<file path="src/rtl/text_pixel_pipe.sv">
// text_pixel_pipe: raster position -> text RAM/font ROM fetch -> attribute + pixel-on, fixed 5-clock latency.
module text_pixel_pipe #(
  parameter int COLS         = 60,
  parameter int ROWS         = 17,
  parameter int ADDR_W       = 10,
  parameter int XW           = 9,
  parameter int YW           = 9,
  parameter int BLINK_FRAMES = 16
) (
  input  logic              i_clk,
  input  logic              i_rst,
  input  logic [XW-1:0]     i_x,
  input  logic [YW-1:0]     i_y,
  input  logic              i_de,
  input  logic              i_hsync,
  input  logic              i_vsync,
  input  logic [6:0]        i_cursor_col,
  input  logic [4:0]        i_cursor_row,
  input  logic              i_cursor_en,
  output logic [ADDR_W-1:0] o_ram_addr,
  input  logic [15:0]       i_ram_data,
  output logic [11:0]       o_rom_addr,
  input  logic [7:0]        i_rom_data,
  output logic [7:0]        o_attr,
  output logic              o_active,
  output logic              o_de,
  output logic              o_hsync,
  output logic              o_vsync
);
  localparam int FW = $clog2(BLINK_FRAMES + 1);
  logic [XW-4:0] col;
  logic [YW-5:0] row;
  logic          hit, ok, vs_q, blink;
  logic [FW-1:0] frame;
  logic [4:0]    ctl [1:4];
  logic [2:0]    pix [1:4];
  logic [3:0]    line1, line2;
  logic [7:0]    attr3, attr4;
  assign col = i_x[XW-1:3];
  assign row = i_y[YW-1:4];
  assign hit = i_cursor_en && int'(col) == int'(i_cursor_col) && int'(row) == int'(i_cursor_row) && i_y[3:0] >= 4'd14;
  assign ok  = i_de && int'(col) < COLS && int'(row) < ROWS;
  // ctl carries {de, hsync, vsync, cursor_hit, in_range_and_de} down the pipe
  always_ff @(posedge i_clk or posedge i_rst)
    if (i_rst) begin
      for (int i = 1; i <= 4; i++) begin
        ctl[i] <= '0;
        pix[i] <= '0;
      end
      line1      <= '0;
      line2      <= '0;
      attr3      <= '0;
      attr4      <= '0;
      o_ram_addr <= '0;
      o_rom_addr <= '0;
      o_attr     <= '0;
      o_active   <= 1'b0;
      o_de       <= 1'b0;
      o_hsync    <= 1'b0;
      o_vsync    <= 1'b0;
      vs_q       <= 1'b0;
      frame      <= '0;
      blink      <= 1'b1;
    end else begin
      o_ram_addr <= ADDR_W'(int'(row) * COLS + int'(col));
      ctl[1]     <= {i_de, i_hsync, i_vsync, hit, ok};
      pix[1]     <= i_x[2:0];
      for (int i = 2; i <= 4; i++) begin
        ctl[i] <= ctl[i-1];
        pix[i] <= pix[i-1];
      end
      line1      <= i_y[3:0];
      line2      <= line1;
      o_rom_addr <= {i_ram_data[7:0], line2};
      attr3      <= i_ram_data[15:8];
      attr4      <= attr3;
      o_active   <= ctl[4][0] && (i_rom_data[~pix[4]] || (ctl[4][1] && blink));
      o_attr     <= ctl[4][0] ? attr4 : 8'h00;
      o_de       <= ctl[4][4];
      o_hsync    <= ctl[4][3];
      o_vsync    <= ctl[4][2];
      vs_q       <= i_vsync;
      if (i_vsync && !vs_q) begin
        frame <= (frame == FW'(BLINK_FRAMES - 1)) ? '0 : frame + 1'b1;
        blink <= (frame == FW'(BLINK_FRAMES - 1)) ? !blink : blink;
      end
    end
endmodule

</file>
<file path="config.mk">
export PLATFORM = sky130hd
export DESIGN_NAME = text_pixel_pipe
export DESIGN_NICKNAME = d
export VERILOG_FILES = /design/src/rtl/text_pixel_pipe.sv
export SDC_FILE = /design/constraint.sdc
export NUM_CORES = 1
export LEC_CHECK = 0
export CORE_ASPECT_RATIO = 0.5
export CORE_MARGIN = 8
export CORE_UTILIZATION = 30
export DETAILED_ROUTE_END_ITERATION = 6
export GPL_TIMING_DRIVEN = 0
export MAX_ROUTING_LAYER = met4
export PLACE_DENSITY_LB_ADDON = 0.12
export SYNTH_ARGS = -nofsm -noshare
export SYNTH_HDL_FRONTEND = slang
export SYNTH_SLANG_ARGS = --single-unit
</file>
<file path="constraint.sdc">
create_clock -name i_clk -period 6 [get_ports i_clk]
set_input_delay 0.9 -clock i_clk [delete_from_list [all_inputs] [get_ports i_clk]]
set_output_delay 0.9 -clock i_clk [all_outputs]
set_load 0.01 [all_outputs]
</file>
==> qor_table.md <==
| Quantity | This run | Unit |
|:---|:---|:---|
| Via count | 1935 | - |
| Growth of design area from synthesis to finish | 42.6 | % |
| Critical register-to-register path startpoint | pix[0] | - |
| Number of antenna cells inserted | 0 | - |
| Cell-by-cell trace of the critical path | clkdlybuf4s50_1 -> fa_1 -> fa_1 -> inv_1 -> fa_1 -> inv_1 -> ha_1 -> o21ai_0 -> nor2_1 -> o21ai_2 -> nor4b_4 -> xnor3_1 | - |
| Setup Crit Path Kind | in -> reg | - |
| Critical path's slowest cell | sky130_fd_sc_hd__fa_1 | - |
| Final design area excluding fillers | 4940 | µm² |
| Main combinational cell family by area after synthesis | adder cells | - |
| Number of maximum-capacitance constraint violations | 0 | - |
| Drt first pass iters | 4 | - |
| Count of flip-flops with a built-in enable after synthesis | 0 | - |
| Boundary Pins | 94 | - |
| Number of nets with antenna violations after routing | 0 | - |
| Count of buffers from port buffering | 93 | - |
| Via count of the first global-routing pass | 2293 | - |
| Crit path launch type | primary input | - |
| Cell seen most often among critical-path stages | sky130_fd_sc_hd__fa_1 | - |
| Final Core Density | 0.444 | - |
| Die Height | 92.0 | µm |
| CP bufs+invs | 3 | - |
| Proportion of power drawn by combinational gates | 0.190 | - |
| FFs w/ async S/R, synth | 1.00 | - |
| Clock network power share | 0.367 | - |
| Clock buffer count from CTS | 9 | - |
| Top fanout value on the critical path | 5 | - |
| Synth Area in XOR/XNOR | 0.0593 | - |
| Clock tree root driver cell | sky130_fd_sc_hd__clkbuf_16 | - |
| # Post-CTS Setup Buffers | 0 | - |
| Final Hold Vio Count | 0 | - |
| Total global routing track utilization | 0.0992 | - |
| Number of antenna violations at the first check in global routing | 0 | - |
| Switching Share | 0.234 | - |
| Unrepaired setup endpoints after global routing | false | - |
| Cell family contributing the most delay on the critical path | adder cells | - |
| Slack of the worst reg-to-reg path | 4.71 | ns |
| Required time reported for the critical path endpoint | 6.21 | ns |
| Depth of the worst register-to-register path | 3 | - |
| Endpoint of the worst register-to-register path | o_active | - |
| Starting DRC count in detailed routing | 59 | - |
| Shortest clock period the worst path allows after layout | 4.22 | ns |
| Highest-count cells in the layout ignoring fill and taps | sky130_fd_sc_hd__dfrtp_1, sky130_fd_sc_hd__clkdlybuf4s50_1, sky130_fd_sc_hd__inv_1, sky130_fd_sc_hd__ha_1, sky130_fd_sc_hd__xnor2_1 | - |
| Worst clock skew | 0.00462 | ns |
| Cell count after synthesis | 220 | - |
| Slew of the pin with the lowest slew margin | 0.425 | ns |
| Final Net Count | 410 | - |
| Worst Setup End Kind | flop | - |
| Largest vdd supply drop | 0.000130 | V |
| Worst slew margin relative to its limit | 0.717 | - |
| Register area share after synthesis | 0.694 | - |
| Mean number of vias per cell | 4.07 | - |
| Average size of a mapped cell | 15.7 | µm² |
| Status | finished, final reports clean | - |
| Clock insertion delay at the later pin of the skew report | 0.33 | ns |
| Max Slew Vio Count | 0 | - |
| Final wirelength | 6680 | µm |
| Wire length of the first global-routing pass | 11500 | µm |
| Net count after synthesis | 305 | - |
| WHS Path Cells | 0 | - |
| Setup Viol. Count Final | 0 | - |
| Half-perimeter wire length after placement | 5190 | µm |
| Pin count of the biggest net entering global routing | 66 | - |
| Congestion Overflow GR | 0 | - |
| Layout cells sized above 1 | 0.0758 | - |
| Die extent in x | 168 | µm |
| Synth Area in Adders | 0.108 | - |
| Number of H-tree branching levels | 3 | - |
| Final RePlAce weighted congestion | 0.743 | - |
| Sequential fraction of design power | 0.443 | - |
| Most common library cell in the layout ignoring fill and taps | sky130_fd_sc_hd__dfrtp_1 | - |
| FMAX | 0.237 | GHz |
| Clock-pin slew reported for the worst setup and hold paths after clock tree synthesis | 0.06 | ns |
| Core box area | 11100 | µm² |
| Count of clock tree sinks | 96 | - |
| Power density over the cells | 338 | nW/µm² |
| Portion of netlist area occupied by mux cells | 0.0159 | - |
| Endpoint of the worst hold-timing path | line2[1] | - |
| Synth Cell Area | 3460 | µm² |
| Number of library cell types mapped by synthesis | 35 | - |
| Hold bufs inserted after CTS | 0 | - |
| Area of the die | 15400 | µm² |
| Clock tree from TritonCTS | done | - |
| Post-Route Setup TNS | 0 | ns |
| Net switching power figure | 0.390 | mW |
| Maximum clock path buffer count | 2 | - |
| Total internal power | 1.28 | mW |
| Number of standard-cell rows in the floorplan | 27 | - |
| Cell area after placement | 4600 | µm² |
| Most frequently used flop master after synthesis | sky130_fd_sc_hd__dfrtp_1 | - |
| Arrival time worst endpoint | 4.43 | ns |
| Share of the synthesized area in compound gates (AO/OA/AOI/OAI) | 0.0361 | - |
| Number of synthesized register bits | 96 | - |
| Standby leakage power | 2.19 | nW |
| Hold Startpoint | line1[1] | - |
| Number of warnings issued by yosys | 0 | - |
| Starting Density | 0.311 | - |
| Worst hold-check path type | reg -> reg | - |
| Final Cycle Share | 0.703 | - |
| DRC violation count after routing | 0 | - |
| Final routed wire length divided by cell count | 14.1 | µm |
| # resized after CTS | 0 | - |
| Stage delay of the slowest cell on the critical path | 0.57 | ns |
| Basic-gate share of the synthesized area counting and, or, nand and nor cells | 0.0661 | - |
-- worst reg2reg max path, cell delays in order, from the launching register on --
cell                       delay, ns
sky130_fd_sc_hd__dfrtp_1        0.39
sky130_fd_sc_hd__mux4_2         0.51
sky130_fd_sc_hd__mux2i_1        0.17
sky130_fd_sc_hd__a21boi_0       0.10
-- worst max path at each step --
stage / start / to / depth (start not counted)
after floorplan: i_y[4] / o_ram_addr[9] / 11
after detailed placement: i_y[4] / o_ram_addr[9] / 12
after CTS: i_y[4] / o_ram_addr[9] / 12
final: i_y[4] / o_ram_addr[9] / 12
after global placement: i_rst / attr4[3] / 2
after global routing: i_y[4] / o_ram_addr[9] / 12
-- kinds of logic (layout without fill, tap and decap cells) --
family / Yosys count / count (layout)
AOI/OAI and AO/OA: 19 / 19
xor gates and xnor gates: 21 / 21
DFF: 96 / 96
adders and majority gates: 25 / 25
and+or+nand+nor: 37 / 37
buffers and inverters: 19 / 129
muxes: 3 / 3
-- sequential cells by signal, summed over array words and instances (netlist names) --
name        cells
o_attr          8
o_ram_addr     10
line1           4
o_de            1
frame           5
ctl            20
attr4           8
o_vsync         1
o_active        1
attr3           8
o_hsync         1
o_rom_addr     12
pix            12
blink           1
line2           4
-- through the flow --
stage | hold slack, ns | setup WS (ns) | instances | power, mW
2_1_floorplan | 0.331 | 2.20 | 220 | 0.925
3_3_place_gp | 0.332 | 1.36 | 458 | 1.06
3_5_place_dp | 0.335 | 1.42 | 459 | 1.07
4_1_cts | 0.349 | 1.76 | 475 | 1.70
5_1_grt | 0.350 | 1.64 | 475 | 1.77
6_report | 0.346 | 1.78 | 475 | 1.67
-- layer usage --
metal | track usage | part of all wire
met4 | 0.0273 | 0.011
met2 | 0.171 | 0.54
met5 | - | 0
met1 | 0.102 | 0.40
met3 | 0.0449 | 0.049
-- Yosys cell counts, types with 3 or more instances --
library cell,n,area [µm²]
sky130_fd_sc_hd__a21oi_1,3,15.0
sky130_fd_sc_hd__xnor2_1,13,114
sky130_fd_sc_hd__inv_1,19,71.3
sky130_fd_sc_hd__nand4_1,4,25.0
sky130_fd_sc_hd__o21ai_0,4,20.0
sky130_fd_sc_hd__dfrtp_1,95,2380
sky130_fd_sc_hd__a21o_1,4,30.0
sky130_fd_sc_hd__nand2_1,8,30.0
sky130_fd_sc_hd__and2_1,8,50.1
sky130_fd_sc_hd__nor2_1,4,15.0
sky130_fd_sc_hd__xor2_1,6,52.6
sky130_fd_sc_hd__ha_1,17,213
sky130_fd_sc_hd__fa_1,8,160
-- layout make-up --
cell class	instances	area, µm²
Timing Repair Buffer	94	958
Fill cell	998	6180
Sequential cell	96	2400
Clock buffer	11	253
Multi-Input combinational cell	105	987
Tap cell	145	181
Inverter	19	73.8
Clock inverter	5	78.8
-- power by group through the flow --
stage	Sequential, mW	Clock, mW	Combinational (mW)
6_report	0.738	0.612	0.317
5_1_grt	0.747	0.673	0.351
4_1_cts	0.739	0.637	0.325
3_5_place_dp	0.751	0	0.324
3_3_place_gp	0.748	0	0.314
2_1_floorplan	0.763	0	0.162
Power figures use the tool's default switching activity.
